## config.mk

```make
export PLATFORM = sky130hd
export DESIGN_NAME = pipe_hazard_ctrl
export DESIGN_NICKNAME = d
export VERILOG_FILES = /design/src/rtl/pipe_hazard_ctrl.sv
export SDC_FILE = /design/constraint.sdc
export NUM_CORES = 1
export LEC_CHECK = 0
export CAP_MARGIN = 30
export CORE_UTILIZATION = 30
export DETAILED_ROUTE_END_ITERATION = 12
export SYNTH_ARGS = -nofsm -noshare
export SYNTH_HDL_FRONTEND = slang
export SYNTH_SLANG_ARGS = --single-unit
```

## constraint.sdc

```tcl
create_clock -name clk -period 3.9 [get_ports clk]
set_input_delay 0.78 -clock clk [delete_from_list [all_inputs] [get_ports clk]]
set_output_delay 0.78 -clock clk [all_outputs]
set_load 0.05 [all_outputs]
```

## src/rtl/pipe_hazard_ctrl.sv

```systemverilog
// pipe_hazard_ctrl
//   Hazard controller for a five-stage pipeline with a multicycle
//   multiply/divide unit in E. It resolves three situations:
//     * load-use: the load in E feeds a source register in D, so F and D
//       hold while E takes a bubble;
//     * mispredict: the branch in E resolved wrong, so D and E are squashed;
//     * multicycle op: a multiply/divide holds F/D/E and feeds M with NOPs
//       until its final (DONE) cycle.
//   All stall/bubble outputs are combinational from the FSM state and the
//   current inputs.
//
// Parameters
//   MUL_CYCLES  multiply occupancy in E, 2..63 (default 4)
//   DIV_CYCLES  divide occupancy in E, 2..63 (default 32)
//   RNONE       register id that means "no register" (mirrors def.v)
//
// Ports
//   clk                         pipeline clock, rising edge
//   rst_n                       asynchronous active-low reset
//   d_srcA, d_srcB              decode-stage source registers
//   E_dstM                      load destination of the instruction in E
//   e_mispred                   branch in E mispredicted this cycle
//   E_mdStart, E_mdDiv          multiply/divide start request, 1 = divide
//   F_stall, D_stall, E_stall   hold the named pipeline register
//   W_stall                     reserved, always 0
//   D_bubble, E_bubble, M_bubble load a NOP into the named pipeline register
//   md_busy                     multicycle unit occupying E (stall cycles)
//   md_done                     final-cycle strobe of a multicycle op
//
// Optional feature
//   `define PIPE_HAZARD_PERF_EN adds two 32-bit wrapping counters:
//   perf_stall_cnt (cycles with F_stall) and perf_bubble_cnt (cycles with
//   D_bubble or E_bubble). Without the macro those ports do not exist.
module pipe_hazard_ctrl #(
  parameter int         MUL_CYCLES = 4,
  parameter int         DIV_CYCLES = 32,
  parameter logic [4:0] RNONE      = 5'd31
) (
  input  logic        clk,
  input  logic        rst_n,
  input  logic [4:0]  d_srcA,
  input  logic [4:0]  d_srcB,
  input  logic [4:0]  E_dstM,
  input  logic        e_mispred,
  input  logic        E_mdStart,
  input  logic        E_mdDiv,
  output logic        F_stall,
  output logic        D_stall,
  output logic        E_stall,
  output logic        W_stall,
  output logic        D_bubble,
  output logic        E_bubble,
  output logic        M_bubble,
  output logic        md_busy,
  output logic        md_done
`ifdef PIPE_HAZARD_PERF_EN
  ,
  output logic [31:0] perf_stall_cnt,
  output logic [31:0] perf_bubble_cnt
`endif
);

  typedef enum logic [1:0] {
    IDLE = 2'd0,
    BUSY = 2'd1,
    DONE = 2'd2
  } state_t;

  // The start cycle (in IDLE) and the DONE cycle account for two of the N+1
  // occupancy cycles, so BUSY runs N-1 cycles: counter loads N-2 and BUSY
  // exits when it reaches zero.
  localparam logic [5:0] MUL_LOAD = 6'(MUL_CYCLES - 2);
  localparam logic [5:0] DIV_LOAD = 6'(DIV_CYCLES - 2);

  state_t     state;
  state_t     state_nxt;
  logic [5:0] cnt;
  logic [5:0] cnt_nxt;

  logic start_ok;
  logic load_use;

  // A start is only honoured out of reset and when the same instruction is
  // not being squashed by a mispredict.
  assign start_ok = rst_n && E_mdStart && !e_mispred;

  // RNONE on a source never matches, even against an RNONE load target.
  assign load_use = (E_dstM != RNONE) &&
                    (((d_srcA != RNONE) && (d_srcA == E_dstM)) ||
                     ((d_srcB != RNONE) && (d_srcB == E_dstM)));

  always_ff @(posedge clk or negedge rst_n) begin
    if (!rst_n) begin
      state <= IDLE;
      cnt   <= 6'd0;
    end else begin
      state <= state_nxt;
      cnt   <= cnt_nxt;
    end
  end

  always_comb begin
    state_nxt = state;
    cnt_nxt   = cnt;
    case (state)
      IDLE: begin
        if (start_ok) begin
          state_nxt = BUSY;
          cnt_nxt   = E_mdDiv ? DIV_LOAD : MUL_LOAD;
        end
      end
      BUSY: begin
        if (cnt != 6'd0) begin
          cnt_nxt = cnt - 6'd1;
        end else begin
          state_nxt = DONE;
        end
      end
      DONE: begin
        state_nxt = IDLE;
      end
      default: begin
        state_nxt = IDLE;
        cnt_nxt   = 6'd0;
      end
    endcase
  end

  // Output priority: multicycle occupancy > mispredict > load-use.
  always_comb begin
    md_busy  = ((state == IDLE) && start_ok) || (state == BUSY);
    md_done  = (state == DONE);
    F_stall  = 1'b0;
    D_stall  = 1'b0;
    E_stall  = 1'b0;
    W_stall  = 1'b0;
    D_bubble = 1'b0;
    E_bubble = 1'b0;
    M_bubble = 1'b0;
    if (md_busy) begin
      F_stall  = 1'b1;
      D_stall  = 1'b1;
      E_stall  = 1'b1;
      M_bubble = 1'b1;
    end else if (e_mispred) begin
      D_bubble = 1'b1;
      E_bubble = 1'b1;
    end else if (load_use) begin
      F_stall  = 1'b1;
      D_stall  = 1'b1;
      E_bubble = 1'b1;
    end
  end

`ifdef PIPE_HAZARD_PERF_EN
  always_ff @(posedge clk or negedge rst_n) begin
    if (!rst_n) begin
      perf_stall_cnt  <= 32'd0;
      perf_bubble_cnt <= 32'd0;
    end else begin
      if (F_stall) begin
        perf_stall_cnt <= perf_stall_cnt + 32'd1;
      end
      if (D_bubble || E_bubble) begin
        perf_bubble_cnt <= perf_bubble_cnt + 32'd1;
      end
    end
  end
`endif

endmodule

```

==> results by group <==
Setup path
  – CP required: between 3 and 4 ns
  – Slowest CP cell: clkdlybuf4s50_1
  – R2r worst-path depth: 4
  – CP max stage delay: between 0.7 and 0.8 ns
  – Worst EP arrival: ~2.6 ns
  – Sum of buffers and inverters on the critical path: 3
  – CP dominant cell by count: clkdlybuf4s50_1
  – CP Cell Sequence: clkdlybuf4s50_1, and3b_1, o21ai_0, inv_1, clkdlybuf4s50_1
  – Setup CP Type: in2out
  – Endpoint type of the worst setup path: output port
  – Critical path depth: 5
  – Crit path max fanout: 4
  – Startpoint Class: input port
  – Critical path's top delay family: buffers and inverters

Synth
  – Post-Synth Simple-Gate Area: approximately a quarter
  – Seq/Total Area, Yosys: 29.3%
  – Commonest cells post-synth: xnor2_1, dfrtp_1, a21oi_1, nor2_1, o21ai_0
  – Post-synthesis compound-gate area fraction: a little under a quarter
  – Synth unique cells: 30
  – Area contributors post-synth: dfrtp_1, xnor2_1, a21oi_1
  – Yosys warnings: 0
  – Synth Flop Type: dfrtp_1
  – Synth Cell Area: 684 um2
  – Mux share of post-synthesis cell area: 0%
  – Most common cell in the netlist: xnor2_1
  – XOR/XNOR Fraction of Synth Area: 11.5%
  – #FFs+latches synth: 8
  – Synth top area share: 29.3%
  – Synth area leader: dfrtp_1
  – Synth Area in Adders: 3.66%
  – Async S/R FF share, synth: between 90% and 100%
  – Syn_nets: around 100
  – Synth Area per Inst: 8.45 um2
  – Cells after Synth: 81
  – Largest family of logic cells by synthesized area: simple AND/OR/NAND/NOR gates
  – Post-synth EDFFs: 0

STA
  – Unrepaired setup endpoints after global routing: no
  – Worst slew pin tran: 0.499 ns
  – Highest clock rate: around 300 MHz
  – Setup TNS: 0 ns
  – Final Max Tran Viols: 0
  – Slew HR: between 60% and 70%
  – Final Hold Viols: 0
  – Min Tclk post-route: 3.39 ns
  – Tcrit/Tclk final: 86.9%
  – Clock Skew: between 0.008 and 0.009 ns
  – Hold WS: ~0.52 ns
  – Final setup fails: 0

Flow run
  – Max cap viols: 0

Power
  – Seq pwr share: a little over a quarter
  – Clock power share: 10.1%
  – Power per cell area: 637 mW/mm2
  – Leak pwr: 0.383 nW
  – Internal: approximately 0.31 mW
  – Switching power: 0.313 mW
  – Sw Ratio: 50.3%
  – Worst vdd ir: around 0.00034 V
  – Share of power burned in combinational logic: 63.3%

Outcome
  – Run status: finished clean

Hold path
  – Hold Crit Depth: 2
  – Type of the most critical hold path: reg2reg

Detailed routing
  – DR vias/cell: ~4.9
  – Vias after detailed routing: about 650
  – First-pass DRT Iterations: 4
  – Wirelength, routed: 1.53 mm
  – Detailed Route Iter0 Violations: 5
  – Routed WL per cell: about 11 um
  – DRC Markers: 0
  – DRT antenna net count: 0

Clock tree
  – Clock slew at reported path FFs: 0.06 ns
  – # resized after CTS: 0
  – # hold bufs at CTS: 0
  – CTS sink count: 8
  – Num CTS Buffers: 3
  – CTS tree: built
  – Worst skew pair latency: 0.25 ns
  – Post-CTS setup buffer count: 0
  – CTS H-Tree Depth: 1
  – Longest Clk Path Bufs: 2
  – CTS root buffer: clkbuf_4

Floorplanning
  – Rows: 16
  – Core area: slightly above 0.002 mm2
  – Die W: 49.8 um
  – Starting Density: about a third
  – IO Count: 29
  – Die area: roughly 0.0025 mm2
  – Die H: roughly 50 um

Cells and area
  – Layout cells sized above 1: 10.3%
  – # fillers: 203
  – Ant diodes: 0
  – Area delta synth->final: 42.8%
  – # nets final: 131
  – Final instance area: 977 um2

Place
  – Detailed placement HPWL: 1.29 mm
  – Count of input and output buffers: 27
  – Total placed instance area: 955 um2
  – RePlAce Congestion: between 0.7 and 0.8

Global routing
  – Vias in the first global route: 682
  – Antenna violations before repair: 0
  – Total track usage: 14.4%
  – Largest net degree at the start of global routing: 13
  – GRT overflow: 0
  – First-pass GRT wire length: 2.74 mm
-- power by group through the flow --
| stage | Clock, mW | Combinational [mW] | Sequential, mW |
|---|---|---|---|
| finish | 0.0630 | 0.394 | 0.166 |
| global placement | 0 | 0.395 | 0.164 |
| CTS | 0.0662 | 0.398 | 0.164 |
| floorplan | 0 | 0.323 | 0.145 |
| global route | 0.0710 | 0.429 | 0.172 |
| detailed placement | 0 | 0.396 | 0.165 |
-- layout make-up --
type | instances | area (um2) | area share [%]
Clock buffer | 3 | 22.5 | 2.30
Inverter | 5 | 18.8 | 1.92
Multi-Input combinational cell | 63 | 432 | 44.2
Sequential cell | 8 | 200 | 20.5
Tap cell | 27 | 33.8 | 3.46
Timing Repair Buffer | 28 | 270 | 27.7
-- sequential cells by signal, indices dropped and copies added (netlist names) --
signal	cells
cnt	6
state	2
-- final timing paths --
check	startpoint	end	slack (ns)
setup / recovery	e_mispred	E_stall	0.51
hold / removal	cnt[5]	cnt[5]	0.52
setup reg to reg	state[0]	cnt[3]	2.20
hold reg to reg	cnt[5]	cnt[5]	0.52
max in group asynchronous	rst_n	cnt[4]	2.91
min in group asynchronous	rst_n	cnt[0]	0.85
-- metal layers --
layer  part of all wire [%]  up-vias  track usage (%)
li1                       -      340                -
met1                     46      296             16.4
met2                     49       16             25.5
met3                    5.2        0             5.25
met4                      0        0             2.86
met5                      0        -                0
-- worst min-delay path, cell delays in order, from the launching register on --
cell and delay, ns:
dfrtp_1 0.37, nand2_1 0.05, o21ai_0 0.07
-- placed cells by master, fill, tap and decap left out, types with 2 or more instances in the layout --
master / n
clkdlybuf4s50_1: 24
xnor2_1: 9
dfrtp_1: 8
o21ai_0: 7
nor2_1: 7
a21oi_1: 7
inv_1: 5
nand4_1: 4
buf_4: 4
and2_1: 3
nand2_1: 3
nor3_1: 3
clkbuf_4: 3
nand2b_1: 2
ha_1: 2
-- logic make-up (layout without fill, tap and decap cells) --
| family | after synthesis | after routing |
|---|---|---|
| AND/OR/NAND/NOR | 28 | 28 |
| AO/OA/AOI/OAI | 23 | 23 |
| buffers and inverters | 10 | 36 |
| XOR/XNOR | 9 | 9 |
| flip-flops | 8 | 8 |
| adder cells (fa/ha/maj) | 2 | 2 |
| other | 1 | 1 |
-- through the flow --
| step | std cells | setup slack, ns | utilization [%] | power (mW) |
|---|---|---|---|---|
| floorplan | 81 | 0.366 | - | 0.468 |
| global placement | 131 | 0.553 | 46.3 | 0.559 |
| detailed placement | 131 | 0.505 | 46.3 | 0.562 |
| CTS | 134 | 0.497 | 47.4 | 0.628 |
| global route | 134 | 0.401 | 47.4 | 0.672 |
| finish | 134 | 0.512 | 47.4 | 0.623 |
No activity file was read; power rests on OpenSTA's default activity.
